===== config.mk =====
export PLATFORM = sky130hd
export DESIGN_NAME = alu_sequencer
export DESIGN_NICKNAME = d
export VERILOG_FILES = /design/src/rtl/alu_sequencer.sv
export SDC_FILE = /design/constraint.sdc
export NUM_CORES = 1
export LEC_CHECK = 0
export ABC_AREA = 1
export BUFFER_PORTS_ARGS = -buffer_cell sky130_fd_sc_hd__buf_2
export CORE_MARGIN = 1.5
export CORE_UTILIZATION = 40
export CTS_CLUSTER_SIZE = 16
export DETAILED_ROUTE_END_ITERATION = 10
export GPL_TIMING_DRIVEN = 1
export PLACE_DENSITY = 0.53
export SYNTH_ARGS = -nofsm -noshare
export SYNTH_HDL_FRONTEND = slang
export SYNTH_SLANG_ARGS = --single-unit

===== constraint.sdc =====
create_clock -name clk -period 3.7 [get_ports clk]
set_input_delay 0 -clock clk [delete_from_list [all_inputs] [get_ports clk]]
set_output_delay 0 -clock clk [all_outputs]
set_load 0.01 [all_outputs]

===== src/rtl/alu_sequencer.sv =====
// alu_sequencer: one-command-at-a-time ALU with a 32-bit accumulator.
// Single-cycle ops answer the cycle after acceptance; mul/div/mod run a
// 16-step shift-add multiply or restoring divide before answering.
//
// Handshakes: a transfer happens on a rising edge where valid & ready are
// both high. cmd_ready is high only in IDLE (and never during rst);
// rsp_valid is high only in RESP, where rsp_data/rsp_err hold steady until
// the rsp handshake, so a command can never share a cycle with a response.
module alu_sequencer #(
  parameter int WIDTH = 16
) (
  input  logic               clk,
  input  logic               rst,
  input  logic               cmd_valid,
  output logic               cmd_ready,
  input  logic [3:0]         cmd_op,
  input  logic [WIDTH-1:0]   cmd_a,
  input  logic [WIDTH-1:0]   cmd_b,
  input  logic               cmd_use_acc,
  output logic               rsp_valid,
  input  logic               rsp_ready,
  output logic [2*WIDTH-1:0] rsp_data,
  output logic [1:0]         rsp_err,
  output logic               busy,
  output logic [1:0]         dbg_state
);
  localparam int W  = WIDTH;
  localparam int CW = $clog2(WIDTH);
  localparam logic [CW-1:0] LAST_STEP = CW'(W - 1);

  localparam logic [3:0] OP_ADD = 4'd0, OP_SUB = 4'd1, OP_MUL = 4'd2,
                         OP_DIV = 4'd3, OP_MOD = 4'd4;

  typedef enum logic [1:0] {IDLE = 2'd0, ITER = 2'd1, RESP = 2'd2} state_t;

  state_t          state_q, state_d;
  logic [3:0]      op_q, op_d;
  logic [W-1:0]    a_q, a_d;       // multiplicand, or dividend shifting into quotient
  logic [W-1:0]    b_q, b_d;
  logic [W-1:0]    rem_q, rem_d;
  logic [2*W-1:0]  prod_q, prod_d;
  logic [CW-1:0]   cnt_q, cnt_d;
  logic [2*W-1:0]  acc_q, acc_d;
  logic [2*W-1:0]  data_q, data_d;
  logic [1:0]      err_q, err_d;

  logic [W-1:0]    opa;
  logic [W:0]      sum, diff;
  logic [2*W-1:0]  fast_res;
  logic [1:0]      fast_err;
  logic [2*W-1:0]  step_prod;
  logic [W:0]      rem_sh;
  logic [W-1:0]    step_rem, step_quo;
  logic            qbit;

  assign cmd_ready = (state_q == IDLE) && !rst;
  assign rsp_valid = (state_q == RESP);
  assign busy      = (state_q != IDLE);
  assign rsp_data  = data_q;
  assign rsp_err   = err_q;
  assign dbg_state = state_q;

  // Result of every op that finishes in one cycle, straight from the command.
  always_comb begin
    opa      = cmd_use_acc ? acc_q[W-1:0] : cmd_a;
    sum      = {1'b0, opa} + {1'b0, cmd_b};
    diff     = {1'b0, opa} - {1'b0, cmd_b};
    fast_res = '0;
    fast_err = 2'b00;
    case (cmd_op)
      4'd0:  begin fast_res = {{(W-1){1'b0}}, sum};       fast_err = {1'b0, sum[W]};  end
      4'd1:  begin fast_res = {{(W-1){diff[W]}}, diff};   fast_err = {1'b0, diff[W]}; end
      4'd5:  fast_res = {{W{1'b0}}, opa & cmd_b};
      4'd6:  fast_res = {{W{1'b0}}, opa | cmd_b};
      4'd7:  fast_res = {{W{1'b0}}, ~(opa & cmd_b)};
      4'd8:  fast_res = {{W{1'b0}}, ~(opa | cmd_b)};
      4'd9:  fast_res = {{W{1'b0}}, opa ^ cmd_b};
      4'd10: fast_res = {{W{1'b0}}, ~(opa ^ cmd_b)};
      4'd11: fast_res = {{W{1'b0}}, ~opa};
      4'd12: fast_res = {{W{1'b0}}, {W{1'b1}}};
      4'd14: fast_res = acc_q;
      4'd3, 4'd4, 4'd15: fast_err = 2'b10;   // div/mod reach here only with B==0
      default: fast_res = '0;                // zero (13); mul never takes this path
    endcase
  end

  // One step of shift-add multiply and of restoring divide.
  always_comb begin
    step_prod = prod_q + (b_q[cnt_q] ? ({{W{1'b0}}, a_q} << cnt_q) : '0);
    rem_sh    = {rem_q, a_q[W-1]};
    qbit      = (rem_sh >= {1'b0, b_q});
    step_rem  = qbit ? W'(rem_sh - {1'b0, b_q}) : rem_sh[W-1:0];
    step_quo  = {a_q[W-2:0], qbit};
  end

  // Next-state and datapath updates for IDLE -> (ITER) -> RESP -> IDLE.
  always_comb begin
    state_d = state_q;
    op_d    = op_q;
    a_d     = a_q;
    b_d     = b_q;
    rem_d   = rem_q;
    prod_d  = prod_q;
    cnt_d   = cnt_q;
    acc_d   = acc_q;
    data_d  = data_q;
    err_d   = err_q;
    case (state_q)
      IDLE: begin
        if (cmd_valid && cmd_ready) begin
          op_d   = cmd_op;
          a_d    = opa;
          b_d    = cmd_b;
          rem_d  = '0;
          prod_d = '0;
          cnt_d  = '0;
          if (cmd_op == OP_MUL || ((cmd_op == OP_DIV || cmd_op == OP_MOD) && cmd_b != '0)) begin
            state_d = ITER;
          end else begin
            state_d = RESP;
            data_d  = fast_res;
            err_d   = fast_err;
            if (fast_err == 2'b00) acc_d = fast_res;
          end
        end
      end
      ITER: begin
        cnt_d = cnt_q + 1'b1;
        if (op_q == OP_MUL) begin
          prod_d = step_prod;
        end else begin
          a_d   = step_quo;
          rem_d = step_rem;
        end
        if (cnt_q == LAST_STEP) begin
          state_d = RESP;
          err_d   = 2'b00;
          if (op_q == OP_MUL)      data_d = step_prod;
          else if (op_q == OP_DIV) data_d = {{W{1'b0}}, step_quo};
          else                     data_d = {{W{1'b0}}, step_rem};
          acc_d = data_d;
        end
      end
      RESP: begin
        if (rsp_ready) state_d = IDLE;
      end
      default: state_d = IDLE;
    endcase
  end

  // State and datapath registers with synchronous reset.
  always_ff @(posedge clk) begin
    if (rst) begin
      state_q <= IDLE;
      op_q    <= '0;
      a_q     <= '0;
      b_q     <= '0;
      rem_q   <= '0;
      prod_q  <= '0;
      cnt_q   <= '0;
      acc_q   <= '0;
      data_q  <= '0;
      err_q   <= 2'b00;
    end else begin
      state_q <= state_d;
      op_q    <= op_d;
      a_q     <= a_d;
      b_q     <= b_d;
      rem_q   <= rem_d;
      prod_q  <= prod_d;
      cnt_q   <= cnt_d;
      acc_q   <= acc_d;
      data_q  <= data_d;
      err_q   <= err_d;
    end
  end
endmodule


### Word-level counts from Yosys, hierarchy flattened

Cells that the tools add are included.

* bits of input ports: 41
* bits in registers: 156
* word-level logic and storage cells: 108
* output and inout bits: 39

* add/subtract/negate cells: 5
* muxes and demuxes: 37
* eq/ne operators: 26
* shift-type cells: 1
* magnitude comparators: 2
* bitwise gates (word level): 7
* reduce and logical (&&, ||, !) cells: 20

Operator list (count)
* $pmux W32 S11: 1
* $mux W32: 10
* $pmux W32 S2: 3
* $mux W16: 7
* $not A16 Y16: 4
* $pmux W16 S2: 2
* $add A32 B32 Y32: 1
* $eq A4 B4 Y1 const B: 8
* $shl A16 B4 Y32: 1
* $add A16 B16 Y17: 1
* $ge A17 B16 Y1: 1
* $sub A16 B16 Y17: 1
* $and A16 B16 Y16: 1
* $eq A4 B2 Y1 const B: 4
* $eq A4 B3 Y1 const B: 4
* $or A16 B16 Y16: 1
* $reduce_bool A16 Y1: 1
* $sub A16 B16 Y16: 1
* $xor A16 B16 Y16: 1
* $mux W2: 7
* $pmux W2 S3: 2
* $reduce_and A3 Y1: 3
* $ne A2 B2 Y1 const B: 4
* $pmux W4 S2: 1
* other kinds (20): 28

### Logic depth before layout (Yosys ltp)

Gate-level depths: netlist of run 1.

* depth in word-level cells: 8
* depth in mapped cells: 26
* gate-level depth less buffers: 25

### Worst setup path after synthesis of run 1

No wires, ideal clock.

* path type: reg2reg
* start: reg cnt_q[0]
* end: reg acc_q[26]
* setup slack: 0.697 ns
* data required time: 3.589 ns
* setup time: 0.111 ns
* buffers on the path: 2
* period minus slack after synthesis: 3.003 ns
* arrival: 2.891 ns
* cell stages (with the launch flop): 22
* cell sequence: dfxtp_1 > inv_1 > buf_2 > o21ai_0 > nand3_1 > nand3_1 > nand2_1 > buf_2 > nand2_1 > inv_1 > ha_1 > nand2_1 > nor2_1 > inv_1 > nor3_1 > nand3_1 > nand3b_1 > nand2_1 > nand3_1 > nand2_1 > nor2_1 > nor2_1

* longest elaborated chain between the ends: 7
* elaborated cells between the ends (all ways): 11
* those cells by class: 1 x add/sub; 2 x eq/ne; 1 x shift; 6 x mux; 1 x reduce/logical

RTL lines
* start: declaration: RTL line 42 `logic [CW-1:0] cnt_q, cnt_d;`
* start signal: assignment: RTL line 171 `cnt_q <= cnt_d;`
* $bmux W1 S4: RTL line 89 `step_prod = prod_q + (b_q[cnt_q] ? ({{W{1'b0}}, a_q} << cnt_q) : '0);`
* $mux W1 (implied by the code): RTL line 89
* $mux W32: RTL line 89
* $add A32 B32 Y32: RTL line 89
* $mux W32: RTL line 138 `if (op_q == OP_MUL) data_d = step_prod;`
* $mux W32: RTL line 135 `if (cnt_q == LAST_STEP) begin`
* $pmux W32 S2: RTL line 108 `case (state_q)`
* end signal: assignment: RTL line 161 `acc_q <= '0;`
* end signal: assignment: RTL line 172 `acc_q <= acc_d;`
* end: declaration: RTL line 43 `logic [2*W-1:0] acc_q, acc_d;`

Parallel ways exist; a longest one is shown, timed or not. The select of a mux whose other input is x is not followed.
A chain may end at the register's enable or synchronous reset.

### Final worst setup path of run 1

* start: reg cnt_q[0]
* end: reg acc_q[7]

Same word-level chain as after synthesis.

==> flow_summary.toml, run 1 <==
[critical_path]
cp.arrival_ns = 3.85
crit_path_end = "acc_q[7]"
regToRegSetupSlack_ns = 0.19
path_delay_family = "simple AND/OR/NAND/NOR gates"
crit_fanout = 21
crit_buf_inv = 3
cp.required_ns = 4.04
crit_path_start = "cnt_q[0]"
timing.rr.end = "acc_q[7]"
critPathCaptureType = "flop"
worstSetupPathType = "reg -> reg"
crit_chain = "buf_12 -> a21oi_1 -> o21ai_0 -> nand3_1 -> nand3_1 -> buf_4 -> nor2_1 -> ha_1 -> or2_1 -> and2_1 -> nand2_1 -> nand2_1 -> buf_4 -> or2_2 -> nand3_1 -> nand3_1 -> nor2_1 -> nor2_1"
crit_path_top_delay_cell = "dfxtp_4"
critical_path.most_common_cell = "nand3_1"
max_stage_delay_ns = 0.38
rr_worst_depth = 18
regToRegStartpoint = "cnt_q[0]"
cp_num_cells = 18
start_kind = "flop"

[logic_synthesis]
synth_edf_count = 0
synth_cell_types = 54
yosysTopAreaCellShare = 0.213
ys_seq_elements = 156
synth_top_area_cell = "dfxtp_1"
synthesis.area_um2 = 14600
synth_ff_type = "dfxtp_1"
ys_warn_count = 0
syn_inst = 2567
synthArstFlopShare = 0
yosysSeqAreaShare = 0.213
syn_nets = 2714
syn_area_per_cell_um2 = 5.71
synthTopCellsByArea = "dfxtp_1 21%, nand2_1 21%, ha_1 8.7%, inv_1 8.6%, nand3_1 7.2%"

[drt]
vias_per_cell = 5.42
wirelength_um = 61700
drt-pass1-iter-count = 7
vias = 16920
antenna_left = 0
first_iter_violations = 1559
avgRoutedWirePerCell_um = 19.7
drc = 0

[layout]
most-common-layout-cells = "803 x nand2_1, 335 x inv_1, 271 x nor2_1"
nets = 2797
fillCellCount = 3914
final_layout_size_suffix_gt1_frac = 0.0988
antenna_cells = 0
regArea_um2 = 3130
final_common_cell = "nand2_1"
multi_input_area_um2 = 9820
area_growth_pct = 13.3
post-route-util = 0.463

[timing]
finalCriticalPeriod_ns = 3.51
rsz0062_at_grt = "true"
max_freq_ghz = 0.285
drv_slew = 0
finalClockSkew_ns = 0.0192
period_share = 0.948
finalHoldViolations = 0
tightest_slew_ns = 1.05
setup_viol = 0
slew_headroom = 0.302
setup_ws_ns = 0.193

[pwr]
ir_drop_mv = 0.383
p_per_area_nw_per_um2 = 390
total_power_mw = 6.48
leakage_nw = 8.60

[clocking]
cts_setup_buffers = 0
clk_path_buf_depth = 2
clock_latency_ns = 0.45
htreeDepth = 4
cts_tree = "built"
clkTransAtPathRegs_ns = 0.08
clock_sinks = 156
cts_buffers = 17
cts-root-buf = "clkbuf_16"

[floorplanning]
dieArea_um2 = 37800
ioPinCount = 80
die_y_um = 194
rows = 69
initial_core_util = 0.409
fp.dieW_um = 194
coreArea_um2 = 35800

[place]
io_buffer_count = 79
dp_slack_ns = 0.0716
globalplace.congestion = 0.952
dp_hpwl_um = 49400

[flow_run]
drv_cap = 0

[global_route]
grt_overflow_total = 0
grt_max_degree = 82
antenna_found_initial = 1
grt_pass1_wl_um = 93400
grt_pass1_vias = 15544
track_usage = 0.324

[outcome]
status = "finished clean"

[min_path]
hold_path_class = "in -> reg"
layer usage:
metal  vias up  part of all wire  global-route usage
met2       558              0.44               0.505
met3        76             0.059              0.0397
li1       8386                 -                   -
met4         0             0.031               0.113
met1      7900              0.47               0.458
met5         -                 0                   0
worst min-delay path: cells and delay by family:
kind	cells	cell delay, ns
buf+inv	2	0.28
compound gates	1	0.18
cell type report:
| class | count | share of cell area |
|---|---|---|
| clock buffer | 18 | 0.0265 |
| clock inverter | 14 | 0.0106 |
| tap | 461 | 0.0348 |
| inverter | 347 | 0.0789 |
| timing repair inverter | 1 | 0.000302 |
| timing repair buffer | 166 | 0.0685 |
| multi-input combinational | 1961 | 0.592 |
| sequential | 156 | 0.188 |
registers in the layout, summed over array words and instances (netlist names):
register and flops:
op_q 4, rsp_data 32, dbg_state 2, b_q 16, acc_q 32, rsp_err 2
prod_q 32, a_q 16, cnt_q 4, rem_q 16
synthesized netlist by cell type, types with 9 or more instances:
master	instances
a21oi_1	164
buf_2	33
o21ai_0	172
o21bai_1	9
nand4_1	31
o221ai_1	11
inv_2	9
clkbuf_1	48
nor3_1	19
a31oi_1	18
xor2_1	17
nor2_1	279
inv_1	337
o21ai_1	25
ha_1	102
nand2_2	11
dfxtp_1	156
nand2_1	811
buf_1	10
nand3_1	211
metrics by stage:
stage,hold slack (ns),area (µm²),std cells,TNS [ns]
5_1_grt,0.0476,16600,3124,-0.224
6_report,0.0378,16600,3124,0
4_1_cts,0.00724,16500,3122,0
3_5_place_dp,0.270,15700,3072,0
2_1_floorplan,0.0272,14600,2567,0
3_3_place_gp,0.271,15700,3072,0
what timing repair did:
| action | 4_1_cts | 5_1_grt |
|---|---|---|
| hold buffers | 18 | 0 |
| gates resized for setup | 0 | 48 |
| hold endpoints to repair | 18 | 0 |
| setup endpoints to repair | 0 | 56 |
logic make-up (layout without fill, tap and decap cells):
family / count (synthesis) / after routing / synth area share
compound gates: 435 / 435 / 0.162
buf+inv: 450 / 546 / 0.123
flops: 156 / 156 / 0.213
xor+xnor: 20 / 20 / 0.0120
mux: 2 / 2 / 0.00137
fa+ha+maj: 106 / 106 / 0.0926
simple gates: 1398 / 1398 / 0.396
how the worst min path moves through the flow:
stage,from,endpoint,slack (ns),cells after the start
after floorplan,rst,cmd_ready,0.03,1
after global routing,cmd_b[0],b_q[0],0.05,3
final,cmd_b[0],b_q[0],0.04,3
after CTS,cmd_b[0],b_q[0],0.007,3
after detailed placement,rsp_ready,dbg_state[1],0.27,4
after global placement,rsp_ready,dbg_state[1],0.27,4
where the power goes:
group	total, mW	switching, mW	internal (mW)	leakage [nW]
combinational	2.50	1.74	0.760	7.03
clock	1.94	0.891	1.05	0.298
sequential	2.04	0.162	1.88	1.27
total	6.48	2.79	3.68	8.60
No activity file was read; power rests on OpenSTA's default activity.
==> run 2: changes to the inputs <==
Settings changed: CORE_MARGIN 1.5 to not set.
==> run 2 against run 1 <==
Against the previous run:
- worst hold slack got worse by 0.020 ns
- power decreased by 1.2%
- combinational power about the same
==> flow_summary.toml, run 2 (synthesis gave the netlist of run 1 again) <==
[critical_path]
cp.required_ns = 4.04
cp_num_cells = 18
critPathCaptureType = "flop"
path_delay_family = "compound AO/OA/AOI/OAI gates"
crit_path_top_delay_cell = "dfxtp_1"
rr_worst_depth = 18
max_stage_delay_ns = 0.47
crit_chain = "inv_1 -> o21ai_0 -> mux2i_1 -> o21ai_0 -> nand2_1 -> o21ai_0 -> nand2_1 -> inv_1 -> ha_1 -> a21oi_1 -> inv_1 -> a21oi_2 -> nand3_1 -> xor2_1 -> nand2_1 -> nand3_1 -> nor2_1 -> nor2_1"
start_kind = "flop"
cp.arrival_ns = 3.82
crit_buf_inv = 3
crit_fanout = 4
worstSetupPathType = "reg -> reg"

[timing]
setup_viol = 0
fin_hold_ws_ns = 0.0180
rsz0062_at_grt = "true"
finalClockSkew_ns = 0.0146
drv_slew = 0
max_freq_ghz = 0.287
finalHoldViolations = 0
slew_headroom = 0.279
tns_ns = 0
tightest_slew_ns = 1.08
period_share = 0.941
finalCriticalPeriod_ns = 3.48

[clocking]
clock_latency_ns = 0.46
clkTransAtPathRegs_ns = 0.07
cts_buffers = 17
clk_path_buf_depth = 2
cts_setup_buffers = 0
clock_sinks = 156
htreeDepth = 4
cts_tree = "built"
cts-root-buf = "clkbuf_16"

[outcome]
status = "finished clean"

[pwr]
p_per_area_nw_per_um2 = 389
leakage_nw = 8.56
ir_drop_mv = 0.366
total_power_mw = 6.40

[floorplanning]
rows = 69
initial_core_util = 0.409
coreArea_um2 = 35800
die_y_um = 193
ioPinCount = 80
dieArea_um2 = 37400
fp.dieW_um = 193

[global_route]
grtUsageMet2 = 0.517
grt_pass1_vias = 15693
grt_pass1_wl_um = 93900
track_usage = 0.326
use_met1 = 0.463
antenna_found_initial = 0
grt_overflow_total = 0
grt_max_degree = 82
met3_usage = 0.0291
busiest_layer = "met2"

[place]
dp_hpwl_um = 48700
globalplace.congestion = 0.956
dp_cells = 3069
io_buffer_count = 79

[drt]
avgRoutedWirePerCell_um = 19.7
wirelength_um = 61300
antenna_left = 0
vias = 17007
drc = 0
vias_per_cell = 5.46
drt-pass1-iter-count = 5
first_iter_violations = 1615

[layout]
fin_cells = 3117
antenna_cells = 0
final_layout_size_suffix_gt1_frac = 0.0930
most-common-layout-cells = "806 x nand2_1, 336 x inv_1, 277 x nor2_1"
nets = 2790
area_growth_pct = 12.5
fillCellCount = 4015
final_common_cell = "nand2_1"
post-route-util = 0.460

[flow_run]
drv_cap = 0

[min_path]
hold-path-cell-count = 3
hold_path_class = "in -> reg"
[run 2: cell types whose count changed in the layout (fill, tap and decap cells not counted), sizes merged]
cell         change
buf              -3
bufinv           -1
clkinv           +1
clkinvlp         -2
dlygate4sd3      -3
inv              +1
[run 2: metrics by stage]
stage          setup slack (ns)  cell area, µm²
2_1_floorplan             0.697           14600
3_3_place_gp             0.0243           15600
3_5_place_dp             0.0546           15600
4_1_cts                  0.0388           16400
5_1_grt                 -0.0382           16500
6_report                  0.220           16500
[run 2: final cells by class]
| type | count | area (µm²) | share of cell area |
|---|---|---|---|
| Multi-Input combinational cell | 1961 | 9790 | 0.594 |
| Sequential cell | 156 | 3120 | 0.190 |
| Inverter | 347 | 1310 | 0.0792 |
| Timing Repair Buffer | 160 | 1090 | 0.0660 |
| Tap cell | 461 | 577 | 0.0350 |
| Clock buffer | 18 | 439 | 0.0267 |
| Clock inverter | 14 | 149 | 0.00904 |
[run 2: where the power goes]
part / internal [mW] / switching, mW / total [mW] / leakage [nW]
logic: 0.765 / 1.74 / 2.50 / 7.00
registers: 1.88 / 0.161 / 2.04 / 1.27
clock network: 0.973 / 0.885 / 1.86 / 0.287
[run 2: tightest hold or removal path: stages]
cell	delay [ns]
buf_2	0.14
inv_1	0.16
o21ai_0	0.10
[run 2: what timing repair did]
item / in CTS / in global routing
resized for setup: 0 / 41
hold buffers: 15 / 0
hold endpoints to repair: 15 / 0
endpoints found under the setup margin: 0 / 48
[run 2: worst paths after layout]
kind	startpoint	slack [ns]	to
max	a_q[9]	0.22	acc_q[14]
min	cmd_b[7]	0.02	b_q[7]
max reg2reg	a_q[9]	0.22	acc_q[14]
min reg2reg	prod_q[29]	0.47	prod_q[29]
[run 2: routing by layer]
layer  routed length (µm)  part of all wire  vias to the layer above
met3                 3250             0.053                       82
met2                27000              0.44                      600
met1                29200              0.48                     7938
met5                    0                 0                        -
li1                     -                 -                     8387
met4                 1840             0.030                        0
